`src/rtl/ex_mem_reg.sv`:
```
// rtl/ex_mem_reg.sv - EX->MEM pipeline register with stall/bubble/flush and MADD/MSUB feedback.
// Optional bubble counter (bubble_cnt_o) built only when EX_MEM_BUBBLE_CNT_EN is defined.
module ex_mem_reg #(
  parameter int DW = 32,
  parameter int RW = 5
) (
  input  logic            clk,
  input  logic            rst,
  input  logic [5:0]      stall,
  input  logic            flush,
  input  logic [RW-1:0]   ex_wd,
  input  logic            ex_wreg,
  input  logic [DW-1:0]   ex_wdata,
  input  logic            ex_whilo,
  input  logic [DW-1:0]   ex_hi,
  input  logic [DW-1:0]   ex_lo,
  input  logic [7:0]      ex_aluop,
  input  logic [DW-1:0]   ex_mem_addr,
  input  logic [DW-1:0]   ex_reg2,
  input  logic            ex_cp0_we,
  input  logic [RW-1:0]   ex_cp0_waddr,
  input  logic [DW-1:0]   ex_cp0_data,
  input  logic [DW-1:0]   ex_excepttype,
  input  logic [DW-1:0]   ex_inst_addr,
  input  logic            ex_is_in_delayslot,
  input  logic [2*DW-1:0] hilo_temp_i,
  input  logic [1:0]      cnt_i,
  output logic [RW-1:0]   mem_wd,
  output logic            mem_wreg,
  output logic [DW-1:0]   mem_wdata,
  output logic            mem_whilo,
  output logic [DW-1:0]   mem_hi,
  output logic [DW-1:0]   mem_lo,
  output logic [7:0]      mem_aluop,
  output logic [DW-1:0]   mem_mem_addr,
  output logic [DW-1:0]   mem_reg2,
  output logic            mem_cp0_we,
  output logic [RW-1:0]   mem_cp0_waddr,
  output logic [DW-1:0]   mem_cp0_data,
  output logic [DW-1:0]   mem_excepttype,
  output logic [DW-1:0]   mem_inst_addr,
  output logic            mem_is_in_delayslot,
  output logic [2*DW-1:0] hilo_temp_o,
  output logic [1:0]      cnt_o
`ifdef EX_MEM_BUBBLE_CNT_EN
  ,
  output logic [31:0]     bubble_cnt_o
`endif
);

  logic [RW-1:0]   wd_q, wd_d;
  logic            wreg_q, wreg_d;
  logic [DW-1:0]   wdata_q, wdata_d;
  logic            whilo_q, whilo_d;
  logic [DW-1:0]   hi_q, hi_d;
  logic [DW-1:0]   lo_q, lo_d;
  logic [7:0]      aluop_q, aluop_d;
  logic [DW-1:0]   mem_addr_q, mem_addr_d;
  logic [DW-1:0]   reg2_q, reg2_d;
  logic            cp0_we_q, cp0_we_d;
  logic [RW-1:0]   cp0_waddr_q, cp0_waddr_d;
  logic [DW-1:0]   cp0_data_q, cp0_data_d;
  logic [DW-1:0]   excepttype_q, excepttype_d;
  logic [DW-1:0]   inst_addr_q, inst_addr_d;
  logic            delayslot_q, delayslot_d;
  logic [2*DW-1:0] hilo_temp_q, hilo_temp_d;
  logic [1:0]      cnt_q, cnt_d;

  logic do_bubble;
  logic do_advance;

  // stall[3]=0 with stall[4]=1 cannot come from ctrl; it simply falls into advance.
  assign do_bubble  = !flush && stall[3] && !stall[4];
  assign do_advance = !flush && !stall[3];

  always_comb begin
    wd_d         = wd_q;
    wreg_d       = wreg_q;
    wdata_d      = wdata_q;
    whilo_d      = whilo_q;
    hi_d         = hi_q;
    lo_d         = lo_q;
    aluop_d      = aluop_q;
    mem_addr_d   = mem_addr_q;
    reg2_d       = reg2_q;
    cp0_we_d     = cp0_we_q;
    cp0_waddr_d  = cp0_waddr_q;
    cp0_data_d   = cp0_data_q;
    excepttype_d = excepttype_q;
    inst_addr_d  = inst_addr_q;
    delayslot_d  = delayslot_q;
    hilo_temp_d  = hilo_temp_q;
    cnt_d        = cnt_q;
    if (flush || do_bubble) begin
      wd_d         = '0;
      wreg_d       = 1'b0;
      wdata_d      = '0;
      whilo_d      = 1'b0;
      hi_d         = '0;
      lo_d         = '0;
      aluop_d      = 8'h00;
      mem_addr_d   = '0;
      reg2_d       = '0;
      cp0_we_d     = 1'b0;
      cp0_waddr_d  = '0;
      cp0_data_d   = '0;
      excepttype_d = '0;
      inst_addr_d  = '0;
      delayslot_d  = 1'b0;
      // A bubble must preserve the multi-cycle MADD/MSUB state; a flush discards it.
      hilo_temp_d  = do_bubble ? hilo_temp_i : '0;
      cnt_d        = do_bubble ? cnt_i : 2'd0;
    end else if (do_advance) begin
      wd_d         = ex_wd;
      wreg_d       = ex_wreg;
      wdata_d      = ex_wdata;
      whilo_d      = ex_whilo;
      hi_d         = ex_hi;
      lo_d         = ex_lo;
      aluop_d      = ex_aluop;
      mem_addr_d   = ex_mem_addr;
      reg2_d       = ex_reg2;
      cp0_we_d     = ex_cp0_we;
      cp0_waddr_d  = ex_cp0_waddr;
      cp0_data_d   = ex_cp0_data;
      excepttype_d = ex_excepttype;
      inst_addr_d  = ex_inst_addr;
      delayslot_d  = ex_is_in_delayslot;
      hilo_temp_d  = '0;
      cnt_d        = 2'd0;
    end
  end

  always_ff @(posedge clk or posedge rst) begin
    if (rst) begin
      wd_q         <= '0;
      wreg_q       <= 1'b0;
      wdata_q      <= '0;
      whilo_q      <= 1'b0;
      hi_q         <= '0;
      lo_q         <= '0;
      aluop_q      <= 8'h00;
      mem_addr_q   <= '0;
      reg2_q       <= '0;
      cp0_we_q     <= 1'b0;
      cp0_waddr_q  <= '0;
      cp0_data_q   <= '0;
      excepttype_q <= '0;
      inst_addr_q  <= '0;
      delayslot_q  <= 1'b0;
      hilo_temp_q  <= '0;
      cnt_q        <= 2'd0;
    end else begin
      wd_q         <= wd_d;
      wreg_q       <= wreg_d;
      wdata_q      <= wdata_d;
      whilo_q      <= whilo_d;
      hi_q         <= hi_d;
      lo_q         <= lo_d;
      aluop_q      <= aluop_d;
      mem_addr_q   <= mem_addr_d;
      reg2_q       <= reg2_d;
      cp0_we_q     <= cp0_we_d;
      cp0_waddr_q  <= cp0_waddr_d;
      cp0_data_q   <= cp0_data_d;
      excepttype_q <= excepttype_d;
      inst_addr_q  <= inst_addr_d;
      delayslot_q  <= delayslot_d;
      hilo_temp_q  <= hilo_temp_d;
      cnt_q        <= cnt_d;
    end
  end

  assign mem_wd              = wd_q;
  assign mem_wreg            = wreg_q;
  assign mem_wdata           = wdata_q;
  assign mem_whilo           = whilo_q;
  assign mem_hi              = hi_q;
  assign mem_lo              = lo_q;
  assign mem_aluop           = aluop_q;
  assign mem_mem_addr        = mem_addr_q;
  assign mem_reg2            = reg2_q;
  assign mem_cp0_we          = cp0_we_q;
  assign mem_cp0_waddr       = cp0_waddr_q;
  assign mem_cp0_data        = cp0_data_q;
  assign mem_excepttype      = excepttype_q;
  assign mem_inst_addr       = inst_addr_q;
  assign mem_is_in_delayslot = delayslot_q;
  assign hilo_temp_o         = hilo_temp_q;
  assign cnt_o               = cnt_q;

`ifdef EX_MEM_BUBBLE_CNT_EN
  logic [31:0] bubble_cnt_q, bubble_cnt_d;

  always_comb begin
    bubble_cnt_d = bubble_cnt_q;
    if (do_bubble && (bubble_cnt_q != 32'hFFFF_FFFF)) begin
      bubble_cnt_d = bubble_cnt_q + 32'd1;
    end
  end

  always_ff @(posedge clk or posedge rst) begin
    if (rst) begin
      bubble_cnt_q <= 32'd0;
    end else begin
      bubble_cnt_q <= bubble_cnt_d;
    end
  end

  assign bubble_cnt_o = bubble_cnt_q;
`endif

endmodule

```
`config.mk`:
```
export PLATFORM = sky130hd
export DESIGN_NAME = ex_mem_reg
export DESIGN_NICKNAME = d
export VERILOG_FILES = /design/src/rtl/ex_mem_reg.sv
export SDC_FILE = /design/constraint.sdc
export NUM_CORES = 1
export LEC_CHECK = 0
export ABC_AREA = 1
export BUFFER_PORTS_ARGS = -buffer_cell sky130_fd_sc_hd__buf_2
export CORE_AREA = 8 8 268 270
export DETAILED_ROUTE_END_ITERATION = 7
export DIE_AREA = 0 0 276 278
export PLACE_DENSITY = 0.46
export SLEW_MARGIN = 15
export SYNTH_ARGS = -nofsm -noshare
export SYNTH_HDL_FRONTEND = slang
export SYNTH_SLANG_ARGS = --single-unit
```
`constraint.sdc`:
```
create_clock -name clk -period 15.8 [get_ports clk]
set_input_delay 0.79 -clock clk [delete_from_list [all_inputs] [get_ports clk]]
set_output_delay 0.79 -clock clk [all_outputs]
set_load 0.02 [all_outputs]
```
# Word-level counts from Yosys, hierarchy flattened
# Index checks and enable logic that the tools add are counted.
[totals]
ff_bits = 344
input_bits = 353
out_inout_bits = 344
word_cells = 61
[classes]
n_mux = 36
reduce_logical = 8
[op_table]
columns = ["op", "count"]
rows = [
  ["2-to-1 mux 32 bit", 16],
  ["2-to-1 mux 64 bit", 3],
  ["2-to-1 mux 5 bit", 4],
  ["2-to-1 mux 8 bit", 2],
  ["2-to-1 mux 1 bit", 8],
  ["2-to-1 mux 2 bit", 3],
  ["logical AND 1 bit", 3],
  ["zero test 1 bit", 3],
  ["nonzero test 2 bit", 1],
  ["logical OR 1 bit", 1],
]

# Depth between registers and ports, before layout
# Gate-level depths: netlist of the first run.
[logic_depth]
word_depth = 5
mapped_depth = 6
mapped_depth_nobuf = 3

# Worst setup path after synthesis of the first run
# OpenSTA, ideal clock, no wires.
[synth_timing]
kind = "input to register"
startpoint = "in stall[3]"
endpoint = "reg cp0_data_q[1] (netlist: mem_cp0_data[1])"
setup_time_ns = 0.065
arrival_time_ns = 1.457
t_required_ns = 15.735
slack_ns = 14.277
stages = 6
n_path_buf = 3
path_cell_list = "buf_4 -> nor2_8 -> buf_4 -> buf_4 -> nand2_1 -> nand2_1"
[synth_via]
elab_chain_len = 4
elab_cells_between_ends = 7
classes_between = "mux: 1; reduce/logical: 6"
[synth_lines]
columns = ["element", "line_no", "rtl"]
rows = [
  ["start: declaration", "9", "input logic [5:0] stall,"],
  ["logical AND 1 bit (2 in series)", "73", "assign do_bubble = !flush && stall[3] && !stall[4];"],
  ["logical OR 1 bit", "94", "if (flush || do_bubble) begin"],
  ["2-to-1 mux 32 bit / nonzero test 2 bit (equally long branches)", "n/a", ""],
  ["end signal: assignment", "165", "cp0_data_q <= cp0_data_d;"],
  ["end: declaration", "62", "logic [DW-1:0] cp0_data_q, cp0_data_d;"],
]
# Parallel ways exist; a longest one is shown, timed or not.
# A chain may end at the register's enable or synchronous reset.

# Final worst setup path of the first run
[layout_timing]
startpoint = "in stall[3]"
endpoint = "reg wdata_q[10] (netlist: mem_wdata[10])"
[layout_via]
elab_chain_len = 4
elab_cells_between_ends = 7
classes_between = "mux: 1; reduce/logical: 6"
[layout_lines]
columns = ["element", "line_no", "rtl"]
rows = [
  ["logical AND 1 bit (2 in series)", "73", ""],
  ["logical OR 1 bit", "94", ""],
  ["2-to-1 mux 32 bit / nonzero test 2 bit (equally long branches)", "n/a", ""],
  ["end signal: assignment", "156", "wdata_q <= wdata_d;"],
  ["end: declaration", "53", "logic [DW-1:0] wdata_q, wdata_d;"],
]
# Parallel ways exist; a longest one is shown, timed or not.

==> results of run 1 <==
[power by group through the flow]
stage               Clock, W  Combinational, W  Sequential (W)
CTS                 0.000998          0.000277        0.000941
finish              0.000959          0.000273        0.000941
floorplan                  0          0.000109         0.00101
detailed placement         0          0.000277        0.000956
global placement           0          0.000276        0.000955
global route         0.00103          0.000298        0.000945
[logic make-up after synthesis]
family,Yosys count
DFF,344
and+or+nand+nor,1033
buffers and inverters,169
[through the flow]
step | power [W] | area (sq um) | hold slack [ps] | setup slack (ps) | std cells
floorplan | 0.00111 | 14600 | 624 | 5470 | 1546
global placement | 0.00123 | 18300 | 492 | 11730 | 2970
detailed placement | 0.00123 | 18300 | 498 | 11700 | 2970
CTS | 0.00222 | 19600 | 389 | 12320 | 3043
global route | 0.00227 | 19700 | 410 | 12150 | 3058
finish | 0.00217 | 19700 | 411 | 12390 | 3058
[critical path, stage by stage]
cell,delay (ps)
buf_8,290
nor2_8,720
buf_4,640
buf_4,830
nand2_1,270
nand2_1,160
[routing by layer]
| metal | track usage (%) | routed length (um) |
|---|---|---|
| met1 | 17.2 | 23400 |
| met2 | 24.3 | 29100 |
| met3 | 5.07 | 4950 |
| met4 | 6.32 | 2290 |
| met5 | 0 | 55 |
[cells in the final DEF (no fill, tap or decap), types with 2 or more instances in the layout]
cell type / instances
clkbuf_16: 43
clkinv_2: 9
nand4_1: 410
buf_4: 15
dfrtp_1: 344
buf_8: 2
clkbuf_8: 11
nand2_1: 622
bufinv_16: 2
clkbuf_1: 7
buf_2: 690
diode_2: 14
inv_8: 2
[cell type report]
type / instances / area (sq um)
well taps: 882 / 1100
clock buffers: 61 / 1250
clock inverters: 12 / 114
fillers: 7418 / 48000
inverters: 3 / 26.3
diodes: 14 / 35.0
repair buffers: 709 / 3640
multi-input cells: 1033 / 4920
flip-flops and latches: 344 / 8610
[registers in the layout (all words and copies together) (netlist names)]
name	flops
hilo_temp_o	64
mem_cp0_data	32
mem_excepttype	32
mem_hi	32
mem_inst_addr	32
mem_lo	32
mem_mem_addr	32
mem_reg2	32
mem_wdata	32
mem_aluop	8
mem_cp0_waddr	5
mem_wd	5
cnt_o	2
mem_cp0_we	1
mem_is_in_delayslot	1
mem_whilo	1
mem_wreg	1
[worst paths after layout]
check / end / depth (start not counted) / slack [ps]
setup / recovery: mem_wdata[10]$_DFFE_PP0P_ / 6 / 12390
hold / removal: mem_aluop[5]$_DFFE_PP0P_ / 2 / 410
setup reg to reg: mem_cp0_data[21]$_DFFE_PP0P_ / 2 / 15090
hold reg to reg: mem_lo[10]$_DFFE_PP0P_ / 2 / 510
max in group asynchronous: mem_excepttype[24]$_DFFE_PP0P_ / 4 / 13150
min in group clk: mem_hi[8]$_DFFE_PP0P_ / 3 / 440
==> qor.yml, run 1 <==
slew_violations: 0
critical_path_class: "input pin to register"
yosysMostFrequentCell: "nand2_1"
path_clk_slew_ps: 60
ys_seq_elements: 344
synth_top_area_share_pct: 58.8
layout-drive-gt1-share_pct: 36.0
worst_pin_slew_ps: 1190
critPathLaunchType: "input pin"
async_flop_share_pct: 100
synth_top_family_by_area: "simple AND/OR/NAND/NOR gates"
overflow: 0
vias: 14130
yosysTopAreaCell: "dfrtp_1"
max_freq_ghz: 0.293
synth-main-ff-cell: "dfrtp_1"
internal_power_w: 0.00158
power_frac_seq_pct: 43.3
synthAdderAreaFrac_pct: 0
tritoncts: "done"
p_comb_share_pct: 12.6
crit_path_max_fanout: 135
slew_headroom_pct: 20.8
hold_buffers: 0
insertion_delay_ps: 540
wl_per_cell_um: 19.6
hold_viol_final: 0
cts_root_buf: "clkbuf_16"
io_buffers: 692
antenna_found_initial: 18
avgSynthCellArea_sq_um: 9.47
synth_area_sq_um: 14600
grt_max_degree: 211
cap_violations: 0
worstHoldPathType: "input pin to async pin"
dieArea_sq_um: 76700
numCtsBuffers: 42
synth_area_leaders: "dfrtp_1 (59%), nand4_1 (18%), nand2_1 (16%)"
num_rows: 96
muxShareOfSynthArea_pct: 0
yosysWarningCount: 0
synth_common_cells: "nand2_1 (622), nand4_1 (410), dfrtp_1 (344), buf_2 (91), buf_6 (46)"
grt_pass1_wl_mm: 90.7
p_sw_w: 0.000592
drt_wl_total_mm: 59.8
r2r-start: "mem_cp0_data[21]$_DFFE_PP0P_"
arrival_ps: 3880
routabilityCongestion: 0.848
synthCells: 1546
fin_crit_sh_pct: 21.6
cp-end-kind: "register"
grt_pass1_vias: 14334
ys_types: 11
power_leakage_nw: 11.4
first_iter_violations: 1034
dp_hpwl_mm: 41.0
cts_sinks: 344
layout.nets: 2486
critPathLaunch: "stall[3]"
start_util_pct: 21.6
synth-edff-count: 0
synth_simple_gate_area_share_pct: 33.6
ctsResizeCount: 0
synth_xor_xnor_area_share_pct: 0
first_pass_iters: 5
grt.total_usage_pct: 14.7
via_per_inst: 4.62
rsz0062_at_grt: "false"
core_area_sq_um: 67700
ys_seq_area_share_pct: 58.8
synth_compound_area_share_pct: 0
status: "complete, no violations"
post-cts-setup-buffers: 0
worst_ep_required_time_ps: 16270
cts_buffer_depth: 3
fin_setup_tns_ps: 0
fin_crit_ps: 3410
drc: 0
die_x_um: 276
top_level_ports: 697
h-tree-depth: 2
syn_nets: 1899
p_sw_share_pct: 27.3
fin_worst_skew_ps: 0
clkPwrFrac_pct: 44.1
final_util_pct: 29.1
setup_viol: 0
power.density_nw_per_um2: 110
syn2layout_area_growth_pct: 34.5
vdd_ir_drop_max_uv: 62.2
die-height_um: 278
ant_nets: 0
Note: power is estimated with default switching activity, not from simulation.
==> inputs of run 2 (changes only) <==
- ABC_AREA: 1 -> 0
- CORE_AREA: 8 8 268 270 -> 8 8 263 265
- DIE_AREA: 0 0 276 278 -> 0 0 271 273
- clock period: 15.8 -> 2.9 ns (I/O delays scaled with it)
==> run 2 against run 1 <==
  * Largest power group is now sequential cells
  * Flip-flop and latch count unchanged
  * Setup slack got worse by 11000 ps
  * Combinational power increased to 6.7 times the previous value
  * Total power increased to 5.5 times the previous value
  * Via count decreased by 15%
  * Sequential power increased to 5.5 times the previous value
  * Hold slack got worse by 330 ps
  * Utilization increased by 4.9 points
  * Non-clock buffer count increased by 363
==> qor.yml, run 2 <==
antenna_found_initial: 2  # was 18
die_x_um: 271  # was 276 um
ys_seq_area_share_pct: 66.4  # was 58.8%
tritoncts: "done"  # unchanged
io_buffers: 692  # unchanged
arrival_ps: 1160  # was 3880 ps
layout_common_cells: "buf_2 (691), dlygate4sd3_1 (345), dfrtp_1 (344)"  # was buf_2 (690), nand2_1 (622), nand4_1 (410)
fin_worst_skew_ps: 0  # unchanged
fin_crit_sh_pct: 45.0
design_area_sq_um: 22100  # was 19700 sq um
fill_cells: 6352  # was 7418
first_iter_violations: 779  # was 1034
numCtsBuffers: 40  # was 42
dieArea_sq_um: 74000  # was 76700 sq um
cp-end-kind: "output pin"  # was register
synthCells: 866  # was 1546
wl_met2_mm: 25.8  # was 29.1 mm
syn_nets: 1219  # was 1899
grt_pass1_vias: 13179  # was 14334
synth_area_sq_um: 13000  # was 14600 sq um
dp.cells: 2351  # was 2970
first_pass_iters: 5  # unchanged
status: "complete, no violations"  # unchanged
path_clk_slew_ps: 60  # about the same
synth-main-ff-cell: "dfrtp_1"  # unchanged
fin_setup_tns_ps: 0  # unchanged
wl_per_cell_um: 18.8  # was 19.6 um
max_freq_ghz: 0.766
crit_path_max_fanout: 2  # was 135
slowest_stage: "dfrtp_1"  # was buf_4
setup_viol: 0  # unchanged
critical_path_class: "register to output pin"  # was input pin to register
vdd_ir_drop_max_uv: 344  # was 62.2 uV
post-cts-setup-buffers: 0  # unchanged
top_level_ports: 697  # unchanged
largest_reg_flops: 64  # unchanged
ctsResizeCount: 0  # unchanged
h-tree-depth: 2  # unchanged
endpoint: "hilo_temp_o[60]"  # was mem_wdata[10]$_DFFE_PP0P_
cp.depth: 1  # was 6
fin_crit_ps: 1310
r2r_slack_ps: 2120  # was 15090 ps
layout-drive-gt1-share_pct: 41.8  # was 36.0%
routed.top_layer: "met5"  # unchanged
cpLargestDelayFamily: "flip-flops"  # was buffers and inverters
power_leakage_nw: 11.2  # was 11.4 nW
insertion_delay_ps: 540  # about the same
worst_pin_slew_ps: 1050  # was 1190 ps
multi_input_area_sq_um: 3730  # was 4920 sq um
synth_area_leaders: "dfrtp_1 (66%), a32o_1 (21%), mux2i_1 (5.1%)"  # was dfrtp_1 (59%), nand4_1 (18%), nand2_1 (16%)
r2r_end: "hilo_temp_o[48]$_DFFE_PP0P_"  # was mem_cp0_data[21]$_DFFE_PP0P_
overflow: 0  # unchanged
core_area_sq_um: 65000  # was 67700 sq um
r2r-start: "hilo_temp_o[48]$_DFFE_PP0P_"  # was mem_cp0_data[21]$_DFFE_PP0P_
vias: 12069  # was 14130
grt_max_degree: 172  # was 211
hold_viol_final: 0  # unchanged
ant_nets: 0  # unchanged
via_per_inst: 4.37  # was 4.62
yosysMostFrequentCell: "dfrtp_1"  # was nand2_1
drc: 0  # unchanged
synth_common_cells: "dfrtp_1 (344), a32o_1 (278), mux2i_1 (66), nor2_1 (66), buf_2 (37)"  # was nand2_1 (622), nand4_1 (410), dfrtp_1 (344), buf_2 (91), buf_6 (46)
async_flop_share_pct: 100  # unchanged
synth-edff-count: 0  # unchanged
grt.total_usage_pct: 13.3  # was 14.7%
slew_headroom_pct: 30.3  # was 20.8%
avgSynthCellArea_sq_um: 15.0  # was 9.47 sq um
num_rows: 94  # was 96
yosysTopAreaCell: "dfrtp_1"  # unchanged
wl_met1_mm: 20.0  # was 23.4 mm
slew_violations: 0  # unchanged
cts_buffer_depth: 3  # unchanged
routabilityCongestion: 0.784  # was 0.848
cap_violations: 0  # unchanged
instances_no_fill: 2762  # was 3058
cts_sinks: 344  # unchanged
worstHoldPathType: "input pin to register"  # was input pin to async pin
critPathLaunchType: "register"  # was input pin
cp_slowest_stage_delay_ps: 430  # was 830 ps
start_util_pct: 19.9  # was 21.6%
seq_area_sq_um: 8610  # unchanged
layout.nets: 2227  # was 2486
layout_commonest_cell: "buf_2"  # unchanged
syn2layout_area_growth_pct: 70.4  # was 34.5%
power.density_nw_per_um2: 542  # was 110 nW/um^2
diodes: 0  # was 14
drt_wl_total_mm: 51.9  # was 59.8 mm
yosysWarningCount: 0  # unchanged
grt_pass1_wl_mm: 79.9  # was 90.7 mm
die-height_um: 273  # was 278 um
dpl_cell_area_sq_um: 17300  # was 18300 sq um
hold_buffers: 345  # was 0
critPathLaunch: "hilo_temp_o[60]$_DFFE_PP0P_"  # was stall[3]
worst_ep_required_time_ps: 2760  # was 16270 ps
route.met3.wl_mm: 4.44  # was 4.95 mm
synth_top_area_share_pct: 66.4  # was 58.8%
timing.hold.ws_ps: 84.4  # was 411 ps
dp_hpwl_mm: 36.1  # was 41.0 mm
reg2reg_depth: 2  # unchanged
rsz0062_at_grt: "false"  # unchanged
cts_root_buf: "clkbuf_16"  # unchanged
cp_num_buf_inv: 1  # was 3
crit_chain: "buf_2"  # was buf_8 > nor2_8 > buf_4 > buf_4 > nand2_1 > nand2_1
ys_seq_elements: 344  # unchanged
ys_types: 14  # was 11
## run 2: cell types whose count changed after synthesis, moves of 2 or more
cell      before  now
nor2_1         0   66
mux2i_1        0   66
nand4_1      410    0
clkbuf_1      11   34
nand2_1      622    0
buf_2         91   37
buf_6         46   23
buf_1         11    9
buf_4          7    3
a32o_1         0  278
## run 2: metal layers
layer | global-route usage (%) | vias to the layer above
li1 | - | 5472
met1 | 15.4 | 5948
met2 | 22.7 | 551
met3 | 4.68 | 96
met4 | 4.66 | 2
met5 | 0 | -
## run 2: logic make-up (layout without fill, tap and decap cells)
| kind of cell | after synthesis | count (layout) | share of synthesized area, % |
|---|---|---|---|
| AOI/OAI and AO/OA | 278 | 278 | 21.5 |
| and+or+nand+nor | 70 | 70 | 2.14 |
| buffers and inverters | 108 | 1140 | 4.90 |
| muxes | 66 | 66 | 5.10 |
| DFF | 344 | 344 | 66.4 |
## run 2: stage by stage
stage                     utilization (%)  worst slack, ps  total power [W]
after floorplan                         -            -1850          0.00599
after global placement               26.7             1380          0.00666
after detailed placement             26.7             1340          0.00668
after CTS                            34.0             1520           0.0122
after global routing                 34.0             1520           0.0125
final                                34.0             1590           0.0120
## run 2: layout make-up
cell class | instances | share of cell area [%]
sequential | 344 | 39.0
clock inverter | 8 | 0.430
clock buffer | 58 | 5.48
tap | 864 | 4.89
timing repair buffer | 1072 | 33.3
inverter | 2 | 0.0736
multi-input combinational | 414 | 16.9
## run 2: worst min-delay path by stage
stage                startpoint                            end  slack [ps]  cells after the start
finish                 stall[3]  mem_inst_addr[26]$_DFFE_PP0P_          80                      3
global route           stall[3]  mem_inst_addr[26]$_DFFE_PP0P_          60                      3
CTS                    stall[3]  mem_inst_addr[26]$_DFFE_PP0P_          60                      3
detailed placement          rst         mem_lo[29]$_DFFE_PP0P_         160                      2
global placement            rst         mem_lo[29]$_DFFE_PP0P_         150                      2
floorplan           ex_aluop[0]       mem_aluop[0]$_DFFE_PP0P_         280                      1
## run 2: power breakdown
group / leakage (nW) / internal (W) / total (W) / switching, W
Clock: 0.642 / 0.00305 / 0.00501 / 0.00197
Combinational: 5.91 / 0.000850 / 0.00182 / 0.000973
Sequential: 4.62 / 0.00501 / 0.00513 / 0.000117
==> inputs of run 3 (changes only) <==
- ABC_AREA: 0 -> 1
- CORE_AREA: 8 8 263 265 -> 8 8 268 270
- DIE_AREA: 0 0 271 273 -> 0 0 276 278
- PLACE_DENSITY: 0.46 -> 0.47
- clock period: 2.9 -> 1.2 ns (I/O delays scaled with it)
==> run 3 against run 2 <==
  * The flow now finishes with violations (negative hold slack)
  * Critical endpoint is now mem_reg2[21]
  * Clock skew stayed put
  * Largest power group is now the clock network
  * Non-clock buffer count is 184 higher
  * Setup slack worse by 1600 ps
==> qor.yml, run 3 (synthesis results as in run 1) <==
status: "finished with violations"  # was complete, no violations
violations: "negative hold slack"
cp_slowest_stage_delay_ps: 450  # was 430 ps
layout.nets: 3033  # was 2227
cts_root_buf: "clkbuf_16"  # unchanged
layout_commonest_cell: "nand2_1"  # was buf_2
overflow: 0  # unchanged
worst_pin_slew_ps: 656  # was 1050 ps
dp.cells: 3056  # was 2351
hold_viol_final: 2  # was 0
h-tree-depth: 2  # unchanged
dieArea_sq_um: 76700  # was 74000 sq um
cap_violations: 0  # unchanged
antenna_found_initial: 0  # was 2
via_per_inst: 4.61  # was 4.37
insertion_delay_ps: 550  # was 540 ps
fin_setup_tns_ps: 0  # unchanged
largest_reg_flops: 64  # unchanged
grt_max_degree: 79  # was 172
worstHoldPathType: "input pin to register"  # unchanged
rsz0062_at_grt: "true"  # was false
drt_wl_total_mm: 67.5  # was 51.9 mm
final_util_pct: 39.5  # was 34.0%
drc: 0  # unchanged
worst_ep_required_time_ps: 1140  # was 2760 ps
top_level_ports: 697  # unchanged
layout-drive-gt1-share_pct: 35.5  # was 41.8%
setup_viol: 0  # unchanged
arrival_ps: 1130  # was 1160 ps
timing.hold.ws_ps: -18.7  # was 84.4 ps
layout_common_cells: "nand2_1 (622), buf_2 (411), nand4_1 (410)"  # was buf_2 (691), dlygate4sd3_1 (345), dfrtp_1 (344)
ant_nets: 0  # unchanged
die_x_um: 276  # was 271 um
crit_chain: "buf_6"  # was buf_2
cts_sinks: 344  # unchanged
grt_use_met2_pct: 27.7  # was 22.7%
cp-end-kind: "output pin"  # unchanged
power.density_nw_per_um2: 1180  # was 542 nW/um^2
cpLargestDelayFamily: "flip-flops"  # unchanged
instances_no_fill: 3595  # was 2762
fin_crit_ps: 1190
first_iter_violations: 1051  # was 779
crit_path_max_fanout: 2  # unchanged
pre_cts_ws_ps: 73.6  # was 1340 ps
busiest_layer: "met2"  # unchanged
critical_path_class: "register to output pin"  # unchanged
cp_num_buf_inv: 1  # unchanged
cts_buffer_depth: 3  # unchanged
vias: 16581  # was 12069
first_pass_iters: 7  # was 5
setup_slack_ps: 6.32  # was 1590 ps
grt.total_usage_pct: 16.4  # was 13.3%
critPathLaunchType: "register"  # unchanged
grt_pass1_wl_mm: 103  # was 79.9 mm
numCtsBuffers: 42  # was 40
tritoncts: "done"  # unchanged
grt_pass1_vias: 17532  # was 13179
path_clk_slew_ps: 60  # about the same
vdd_ir_drop_max_uv: 742  # was 344 uV
fin_crit_sh_pct: 99.5
max_freq_ghz: 0.838
design_area_sq_um: 26800  # was 22100 sq um
dpl_cell_area_sq_um: 19300  # was 17300 sq um
die-height_um: 278  # was 273 um
use_met3_pct: 4.20  # was 4.68%
slew_headroom_pct: 56.3  # was 30.3%
core_area_sq_um: 67700  # was 65000 sq um
grtUsageMet1_pct: 19.5  # was 15.4%
fill_cells: 6626  # was 6352
start_util_pct: 21.6  # was 19.9%
routabilityCongestion: 0.869  # was 0.784
num_rows: 96  # was 94
io_buffers: 692  # unchanged
fin_worst_skew_ps: 0  # unchanged
dp_hpwl_mm: 46.1  # was 36.1 mm
slowest_stage: "dfrtp_2"  # was dfrtp_1
slew_violations: 0  # unchanged
syn2layout_area_growth_pct: 82.7  # was 70.4%
power_leakage_nw: 14.2  # was 11.2 nW
wl_per_cell_um: 18.8  # about the same
## run 3: cell type report
class                           instances  area, sq um  share of cell area [%]
Timing Repair Buffer                 1256        10600                    39.7
Sequential cell                       344         8610                    32.2
Multi-Input combinational cell       1033         4920                    18.4
Clock buffer                           65         1310                    4.89
Tap cell                              882         1100                    4.12
Clock inverter                         10          160                   0.599
Inverter                                3         22.5                  0.0842
Antenna cell                            2         5.00                  0.0187
## run 3: report_power, final
group	switching (W)	leakage (nW)	internal, W
registers	0.000380	4.62	0.0121
logic	0.00295	8.89	0.00274
clock network	0.00514	0.723	0.00834
## run 3: what timing repair did
action	4_1_cts	5_1_grt
endpoints found under the setup margin	211	187
hold endpoints to repair	678	10
hold buffers	383	6
pin swaps	0	4
gates resized for setup	389	145
setup buffers	37	58
## run 3: final timing paths
path	start	endpoint	slack, ps	cells after the start
worst max-delay path	mem_reg2[21]$_DFFE_PP0P_	mem_reg2[21]	6	1
worst min-delay path	stall[3]	mem_hi[0]$_DFFE_PP0P_	-20	4
worst max register to register	hilo_temp_o[28]$_DFFE_PP0P_	hilo_temp_o[28]$_DFFE_PP0P_	300	4
worst min register to register	mem_cp0_data[1]$_DFFE_PP0P_	mem_cp0_data[1]$_DFFE_PP0P_	510	2
max in group asynchronous	rst	hilo_temp_o[9]$_DFFE_PP0P_	310	4
min in group asynchronous	rst	hilo_temp_o[42]$_DFFE_PP0P_	200	4
## run 3: metal layers
metal	vias to the layer above	part of all wire (%)
met5	-	0
met4	0	4.8
met3	168	7.1
met2	715	49
met1	8047	39
li1	7651	-
## run 3: through the flow
stage | hold WS [ps] | total power, W
final | -18.7 | 0.0317
after CTS | 2.11 | 0.0318
after floorplan | 177 | 0.0147
after global placement | 32.8 | 0.0166
after global routing | 3.84 | 0.0330
after detailed placement | 37.2 | 0.0167
